===== src/rtl/reset_sequencer_pkg.sv =====
// Shared types for the boot reset sequencer: FSM state encoding and stage index.
package gm64_reset_pkg;

  typedef enum logic [2:0] {
    HOLD     = 3'd0,
    WAIT_ACK = 3'd1,
    GAP      = 3'd2,
    READY    = 3'd3,
    ERROR    = 3'd4
  } rst_seq_state_t;

  typedef logic [2:0] stage_idx_t;

  localparam int unsigned MAX_STAGES = 7;

endpackage


===== src/rtl/reset_sequencer_btn_debounce.sv =====
// Front-panel button conditioning: 2-FF synchroniser followed by a stable-low counter.
module btn_debounce #(
  parameter int unsigned DEBOUNCE_CYCLES = 50000
) (
  input  logic clk,
  input  logic reset,
  input  logic btn_n,
  output logic pressed
);

  localparam int unsigned CW = $clog2(DEBOUNCE_CYCLES + 1);

  logic          sync1_r;
  logic          sync2_r;
  logic [CW-1:0] cnt_r;
  logic          pressed_r;

  // Synchronise the raw button and count consecutive low samples; counter saturates.
  always_ff @(posedge clk) begin
    if (reset) begin
      sync1_r   <= 1'b1;
      sync2_r   <= 1'b1;
      cnt_r     <= '0;
      pressed_r <= 1'b0;
    end else begin
      sync1_r <= btn_n;
      sync2_r <= sync1_r;
      if (sync2_r) begin
        cnt_r     <= '0;
        pressed_r <= 1'b0;
      end else begin
        // The sample that brings the run to DEBOUNCE_CYCLES asserts pressed.
        pressed_r <= (cnt_r >= CW'(DEBOUNCE_CYCLES - 1));
        if (cnt_r != CW'(DEBOUNCE_CYCLES)) begin
          cnt_r <= cnt_r + CW'(1);
        end else begin
          cnt_r <= cnt_r;
        end
      end
    end
  end

  assign pressed = pressed_r;

endmodule


===== src/rtl/reset_sequencer.sv =====
// Staged reset release with per-stage init acknowledge and debounced restart button.
// Optional stage-ack watchdog enabled by defining RESET_SEQ_TIMEOUT_EN.
module reset_sequencer
  import gm64_reset_pkg::*;
#(
  parameter int unsigned NUM_STAGES      = 3,
  parameter int unsigned HOLD_CYCLES     = 1000,
  parameter int unsigned GAP_CYCLES      = 100,
  parameter int unsigned DEBOUNCE_CYCLES = 50000,
  parameter int unsigned TIMEOUT_CYCLES  = 500000
) (
  input  logic                  clk,
  input  logic                  reset,
  input  logic                  btn_n,
  input  logic [NUM_STAGES-1:0] stage_ack,
  output logic [NUM_STAGES-1:0] stage_rst_n,
  output logic [2:0]            cur_stage,
  output logic                  sys_ready,
  output logic                  timeout_err
);

  localparam int unsigned HW = $clog2(HOLD_CYCLES + 1);
  localparam int unsigned GW = $clog2(GAP_CYCLES + 1);
  localparam int unsigned AW = MAX_STAGES + 1;

  rst_seq_state_t        state_r;
  logic [HW-1:0]         hold_cnt_r;
  logic [GW-1:0]         gap_cnt_r;
  logic [NUM_STAGES-1:0] rel_r;
  stage_idx_t            cur_r;
  logic                  ready_r;
  logic                  pressed_s;
  logic [AW-1:0]         ack_ext_s;

  btn_debounce #(
    .DEBOUNCE_CYCLES(DEBOUNCE_CYCLES)
  ) u_btn_debounce (
    .clk    (clk),
    .reset  (reset),
    .btn_n  (btn_n),
    .pressed(pressed_s)
  );

  // Widen the ack vector so a full 3-bit stage index can select from it.
  assign ack_ext_s = AW'(stage_ack);

`ifdef RESET_SEQ_TIMEOUT_EN
  localparam int unsigned TW = $clog2(TIMEOUT_CYCLES + 1);
  logic [TW-1:0] to_cnt_r;
  logic          err_r;
`endif

  // Sequencer FSM with its counters and registered outputs.
  always_ff @(posedge clk) begin
    if (reset || pressed_s) begin
      state_r    <= HOLD;
      hold_cnt_r <= '0;
      gap_cnt_r  <= '0;
      rel_r      <= '0;
      cur_r      <= 3'd0;
      ready_r    <= 1'b0;
`ifdef RESET_SEQ_TIMEOUT_EN
      to_cnt_r   <= '0;
      err_r      <= 1'b0;
`endif
    end else begin
      case (state_r)
        HOLD: begin
          if (hold_cnt_r == HW'(HOLD_CYCLES - 1)) begin
            rel_r   <= NUM_STAGES'(1);
            state_r <= WAIT_ACK;
`ifdef RESET_SEQ_TIMEOUT_EN
            to_cnt_r <= '0;
`endif
          end else begin
            hold_cnt_r <= hold_cnt_r + HW'(1);
          end
        end
        WAIT_ACK: begin
          // Ack wins over a coincident timeout terminal count.
          if (ack_ext_s[cur_r]) begin
            if (cur_r == stage_idx_t'(NUM_STAGES - 1)) begin
              state_r <= READY;
              ready_r <= 1'b1;
              cur_r   <= stage_idx_t'(NUM_STAGES);
            end else begin
              state_r   <= GAP;
              gap_cnt_r <= '0;
            end
          end
`ifdef RESET_SEQ_TIMEOUT_EN
          else if (to_cnt_r == TW'(TIMEOUT_CYCLES - 1)) begin
            state_r <= ERROR;
            rel_r   <= '0;
            err_r   <= 1'b1;
          end else begin
            to_cnt_r <= to_cnt_r + TW'(1);
          end
`else
          else begin
            state_r <= WAIT_ACK;
          end
`endif
        end
        GAP: begin
          if (gap_cnt_r == GW'(GAP_CYCLES - 1)) begin
            rel_r   <= (rel_r << 1) | NUM_STAGES'(1);
            cur_r   <= cur_r + 3'd1;
            state_r <= WAIT_ACK;
`ifdef RESET_SEQ_TIMEOUT_EN
            to_cnt_r <= '0;
`endif
          end else begin
            gap_cnt_r <= gap_cnt_r + GW'(1);
          end
        end
        READY: state_r <= READY;
        ERROR: state_r <= ERROR;
        default: begin
          state_r    <= HOLD;
          hold_cnt_r <= '0;
          rel_r      <= '0;
          cur_r      <= 3'd0;
          ready_r    <= 1'b0;
        end
      endcase
    end
  end

  assign stage_rst_n = rel_r;
  assign cur_stage   = cur_r;
  assign sys_ready   = ready_r;
`ifdef RESET_SEQ_TIMEOUT_EN
  assign timeout_err = err_r;
`else
  assign timeout_err = 1'b0;
`endif

endmodule

===== config.mk =====
export PLATFORM = sky130hd
export DESIGN_NAME = reset_sequencer
export DESIGN_NICKNAME = d
export VERILOG_FILES = /design/src/rtl/reset_sequencer_pkg.sv /design/src/rtl/reset_sequencer_btn_debounce.sv /design/src/rtl/reset_sequencer.sv
export SDC_FILE = /design/constraint.sdc
export NUM_CORES = 1
export LEC_CHECK = 0
export ABC_AREA = 1
export CAP_MARGIN = 20
export CORE_ASPECT_RATIO = 2
export CORE_MARGIN = 2
export CORE_UTILIZATION = 55
export DETAILED_ROUTE_END_ITERATION = 8
export PLACE_DENSITY = 0.74
export REMOVE_ABC_BUFFERS = 1
export SETUP_SLACK_MARGIN = 0.3
export SYNTH_ARGS = -nofsm -noshare
export SYNTH_HDL_FRONTEND = slang
export SYNTH_SLANG_ARGS = --single-unit

===== constraint.sdc =====
create_clock -name clk -period 3 [get_ports clk]
set_input_delay 0.6 -clock clk [delete_from_list [all_inputs] [get_ports clk]]
set_output_delay 0.6 -clock clk [all_outputs]
set_load 0.05 [all_outputs]

## Word-level counts from Yosys, hierarchy flattened

Cells that the tools add are included.

- Add/subtract/negate cells: 4
- Multipliers: 0
- Divide/modulo/power cells: 0
- Magnitude comparators: 2
- Equality and inequality tests: 15
- Shift-type cells: 0
- Multiplexer cells: 22
- Bitwise operators: 4
- Reductions and logical operators: 14

Operator list:

| operator | count |
|---|---|
| $mux 3 | 7 |
| $mux 7 | 3 |
| $pmux 10 s2 | 1 |
| $pmux 3 s3 | 2 |
| $add 16x1->16 const B | 1 |
| $ge 16x16->1 const B | 1 |
| $ne 16x16->1 const B | 1 |
| $pmux 3 s5 | 1 |
| $ne 2x2->1 const B | 7 |
| $pmux 7 s2 | 1 |
| $add 10x1->10 const B | 1 |
| $eq 10x10->1 const B | 1 |
| $mux 10 | 1 |
| $eq 3x2->1 const B | 3 |
| $reduce_and 4->1 | 2 |
| $reduce_or 4->1 | 2 |
| $add 7x1->7 const B | 1 |
| $eq 7x7->1 const B | 1 |
| $reduce_and 3->1 | 2 |
| $reduce_or 3->1 | 2 |
| $lt 3x4->1 const B | 1 |
| $mux 1 | 4 |
| $not 1->1 | 4 |
| $reduce_and 2->1 | 2 |
| 9 further kinds | 9 |

- Flip-flop bits (word level): 46
- Latch bits: 0
- Bits in writable memories: 0
- ROM bits: 0
- Input bits: 6
- Logic and storage cells: 71
- Memories: 0

## Longest topological paths before layout

- Depth in word-level cells: 4
- Mapped depth: 10
- Depth with buffers taken out: 10

## By module

From an unflattened synthesis, not the netlist that was laid out.

- Cells, all modules: 400
- Area total of the unflattened synthesis: 2,685.1 um^2

Modules (own cells, without submodules):

| module | instances | cells each | area an instance (um^2) |
|---|---|---|---|
| reset_sequencer | 1 | 249 | 1,672.9 |
| btn_debounce | 1 | 151 | 1,012.2 |

## Least setup slack after synthesis

OpenSTA, ideal clock, no wires.

- Kind: register to register
- From: register cur_r[0] (netlist: cur_stage[0])
- To: register cur_r[1] (netlist: cur_stage[1])
- Data arrival time: 1,673 ps
- Required time: 2,930 ps
- Slack: 1,256 ps
- Stages on the path, launching flop included: 10
- Buffers on the path: 0
- Path through: dfxtp_1 -> inv_1 -> ha_1 -> inv_1 -> nor2_1 -> nor2_1 -> nor2_1 -> nand3_1 -> nand2_1 -> a21oi_1

- Word-level cells in the longest chain between the ends: 4

RTL lines:

| what | line | RTL |
|---|---|---|
| from (decl) | reset_sequencer.sv:30 | `stage_idx_t cur_r;` |
| from (signal assigned) | reset_sequencer.sv:85 | `cur_r <= stage_idx_t'(NUM_STAGES);` |
| from (signal assigned) | reset_sequencer.sv:108 | `cur_r <= cur_r + 3'd1;` |
| $bmux 1 s3 | reset_sequencer.sv:81 | `if (ack_ext_s[cur_r]) begin` |
| $mux 1 (not written as such) | reset_sequencer.sv:81 |  |
| $ne 2x2->1 (no line) | -- |  |
| $reduce_and 4->1 (no line) | -- |  |

Several ways; a longest one is shown, not always the timed one. The select of a mux whose other input is x is not followed.
A chain may end at the register's enable or synchronous reset.

## Worst setup path after layout

- From: register cur_r[2] (netlist: cur_stage[2])
- To: output port cur_stage[2]

RTL lines:

| what | line | RTL |
|---|---|---|
| to (decl) | reset_sequencer.sv:17 | `output logic [2:0] cur_stage,` |

No word-level cell between the ends.

==> flow_metrics.py <==
metrics = {
    "setup_path": {
        "crit_required_ps": 2400,
        "max_stage_delay_ps": 840,
        "startpoint_type": "flop",
        "cp.depth": 1,
        "crit_family": "buffers and inverters",
        "cp_data_arrival_time_ps": 1570,
        "worstRegToRegCells": 8,
        "cp_max_fo": 5,
        "cpMaxStageDelayCell": "clkdlybuf4s50_1",
        "path_class": "flop to output port",
        "worstSetupEndpointType": "output port",
        "r2r_start": "hold_cnt_r[0]",
        "crit_buf_inv": 1,
        "rrSetupSlack_ps": 1310,
        "crit_chain": "clkdlybuf4s50_1",
        "startpoint": "cur_stage[2]",
    },
    "drt": {
        "drt-initial-drc-count": 41,
        "drt-vias-per-instance": 5.32,
        "vias": 2432,
        "detail-route-antenna-nets": 0,
        "drc": 0,
        "drt-total-wl_mm": 5.87,
        "dr.pass1.iters": 5,
        "avgRoutedWirePerCell_um": 12.8,
    },
    "logic_synthesis": {
        "yosysSeqAreaShare": 0.367,
        "synthTopCellsByArea": "dfxtp_1, nand2_1, nor2_1",
        "yosysTopAreaCellShare": 0.367,
        "async_flop_share": 0,
        "synth_edf_count": 0,
        "synth_cells": 383,
        "ys_seq_elements": 46,
        "synth_area_per_cell_um2": 6.55,
        "synth-main-ff-cell": "dfxtp_1",
        "synth_top_area_cell": "dfxtp_1",
        "yosys.cell_types.count": 26,
        "yosysWarnings": 0,
        "synth_area_um2": 2510,
    },
    "die": {
        "io_pins": 14,
        "initial_core_util": 0.573,
        "core_um2": 4380,
        "die_area_um2": 5150,
        "dieHeight_um": 99.5,
        "rows": 34,
        "die_x_um": 51.8,
    },
    "timing": {
        "setup_viol": 0,
        "finalSetupTns_ps": 0,
        "tightestPinTransition_ps": 497,
        "clock_skew_ps": 8.33,
        "relSlewSlack": 0.668,
        "setup_slack_ps": 834,
        "fin_crit_ps": 2170,
        "period_share": 0.722,
        "max_freq_mhz": 462,
        "hold_viol": 0,
        "slew_violations": 0,
        "rsz0062_at_grt": "no",
    },
    "cts": {
        "tritoncts": "done",
        "h-tree-depth": 2,
        "postCtsHoldBufs": 0,
        "cts_setup_buffers": 0,
        "cts_sinks": 46,
        "cts_buffers": 5,
        "cts_buffer_depth": 2,
        "clockRootBuffer": "clkbuf_8",
        "cts_resized": 0,
        "clkLatencyLatePin_ps": 300,
        "clkTransAtPathRegs_ps": 90,
    },
    "layout": {
        "diodes": 0,
        "drive_gt1_frac": 0.0720,
        "syn2layout_area_growth_pct": 11.4,
        "nFillCells": 420,
        "final_common_cell": "nand2_1",
        "most-common-layout-cells": "nand2_1, nor2_1, inv_1",
        "fin_nets": 414,
    },
    "place": {
        "hpwl_mm": 4.63,
        "globalplace.congestion": 0.887,
        "pre_cts_slack_ps": 1060,
        "io_buffers": 12,
    },
    "run": {
        "maxCapViolCount": 0,
    },
    "pwr": {
        "p_leak_nw": 1.11,
        "cellPowerDensity_nw_per_um2": 377,
        "vdd_drop_max_uv": 345,
    },
    "worst_hold_path": {
        "min_path_type": "flop to flop",
        "min-delay-start": "u_btn_debounce.sync1_r",
        "hold_depth": 1,
    },
    "grt": {
        "track_usage": 0.254,
        "grt_pass1_wl_mm": 9.98,
        "antenna_found_initial": 0,
        "grt_pass1_vias": 2402,
        "grt_max_degree": 15,
        "grt_overflow": 0,
    },
    "run_status": {
        "outcome": "completed",
    },
}
cell families after synthesis:
family | Yosys count | synth area share
buf+inv | 54 | 0.0823
xor+xnor | 3 | 0.0105
other cells | 1 | 0.00149
flops | 46 | 0.367
fa+ha+maj | 6 | 0.0299
compound gates | 55 | 0.121
simple gates | 218 | 0.388
synthesized netlist by cell type, drive strengths merged (3+ instances only):
cell and count:
or2 3, inv 51, nor2 66, nand2 96, nand3 31, o211ai 3
o21bai 4, nor3 9, o21ai 18, dfxtp 46, nand4 10, ha 6
xor2 3, a21oi 30
registers in the layout, summed over array words and instances (netlist names):
register / flops
hold_cnt_r: 10
state_r: 3
u_btn_debounce.cnt_r: 16
stage_rst_n: 3
gap_cnt_r: 7
u_btn_debounce.pressed: 1
u_btn_debounce.sync1_r: 1
u_btn_debounce.sync2_r: 1
sys_ready: 1
cur_stage: 3
area by class of cell:
cell class	count	area, um2	area share
clock buffers	7	86.3	0.0309
clock inverters	1	5.00	0.00179
inverters	51	191	0.0685
multi-input cells	283	1380	0.494
flip-flops and latches	46	921	0.329
well taps	54	67.6	0.0242
repair buffers	15	143	0.0510
report_power, final:
group          internal (mW)  total (mW)  switching (mW)
Sequential             0.615       0.621         0.00606
Combinational         0.0165      0.0383          0.0218
Clock                  0.186       0.395           0.209
Total                  0.818        1.05           0.237
final timing paths:
check / endpoint
setup reg to reg: hold_cnt_r[6]
hold / removal: u_btn_debounce.sync2_r
setup / recovery: cur_stage[2]
hold reg to reg: u_btn_debounce.sync2_r
routing by layer:
metal	wire (um)	up-vias	GRT usage	share of wire
met1	1960	1101	0.208	0.33
met3	103	24	0.0240	0.018
met5	0	-	0	0
li1	-	1264	-	-
met2	3480	43	0.523	0.59
met4	317	0	0.156	0.054
through the flow:
stage / power [mW] / std cells / area (um2) / hold WS (ps) / utilization
finish: 1.05 / 457 / 2800 / 422 / 0.638
global route: 1.09 / 457 / 2800 / 449 / 0.638
CTS: 1.06 / 457 / 2800 / 424 / 0.638
detailed placement: 0.674 / 449 / 2700 / 405 / 0.617
global placement: 0.674 / 449 / 2700 / 397 / 0.617
floorplan: 0.657 / 380 / 2490 / 389 / -
Note: power is estimated with default switching activity, not from simulation.
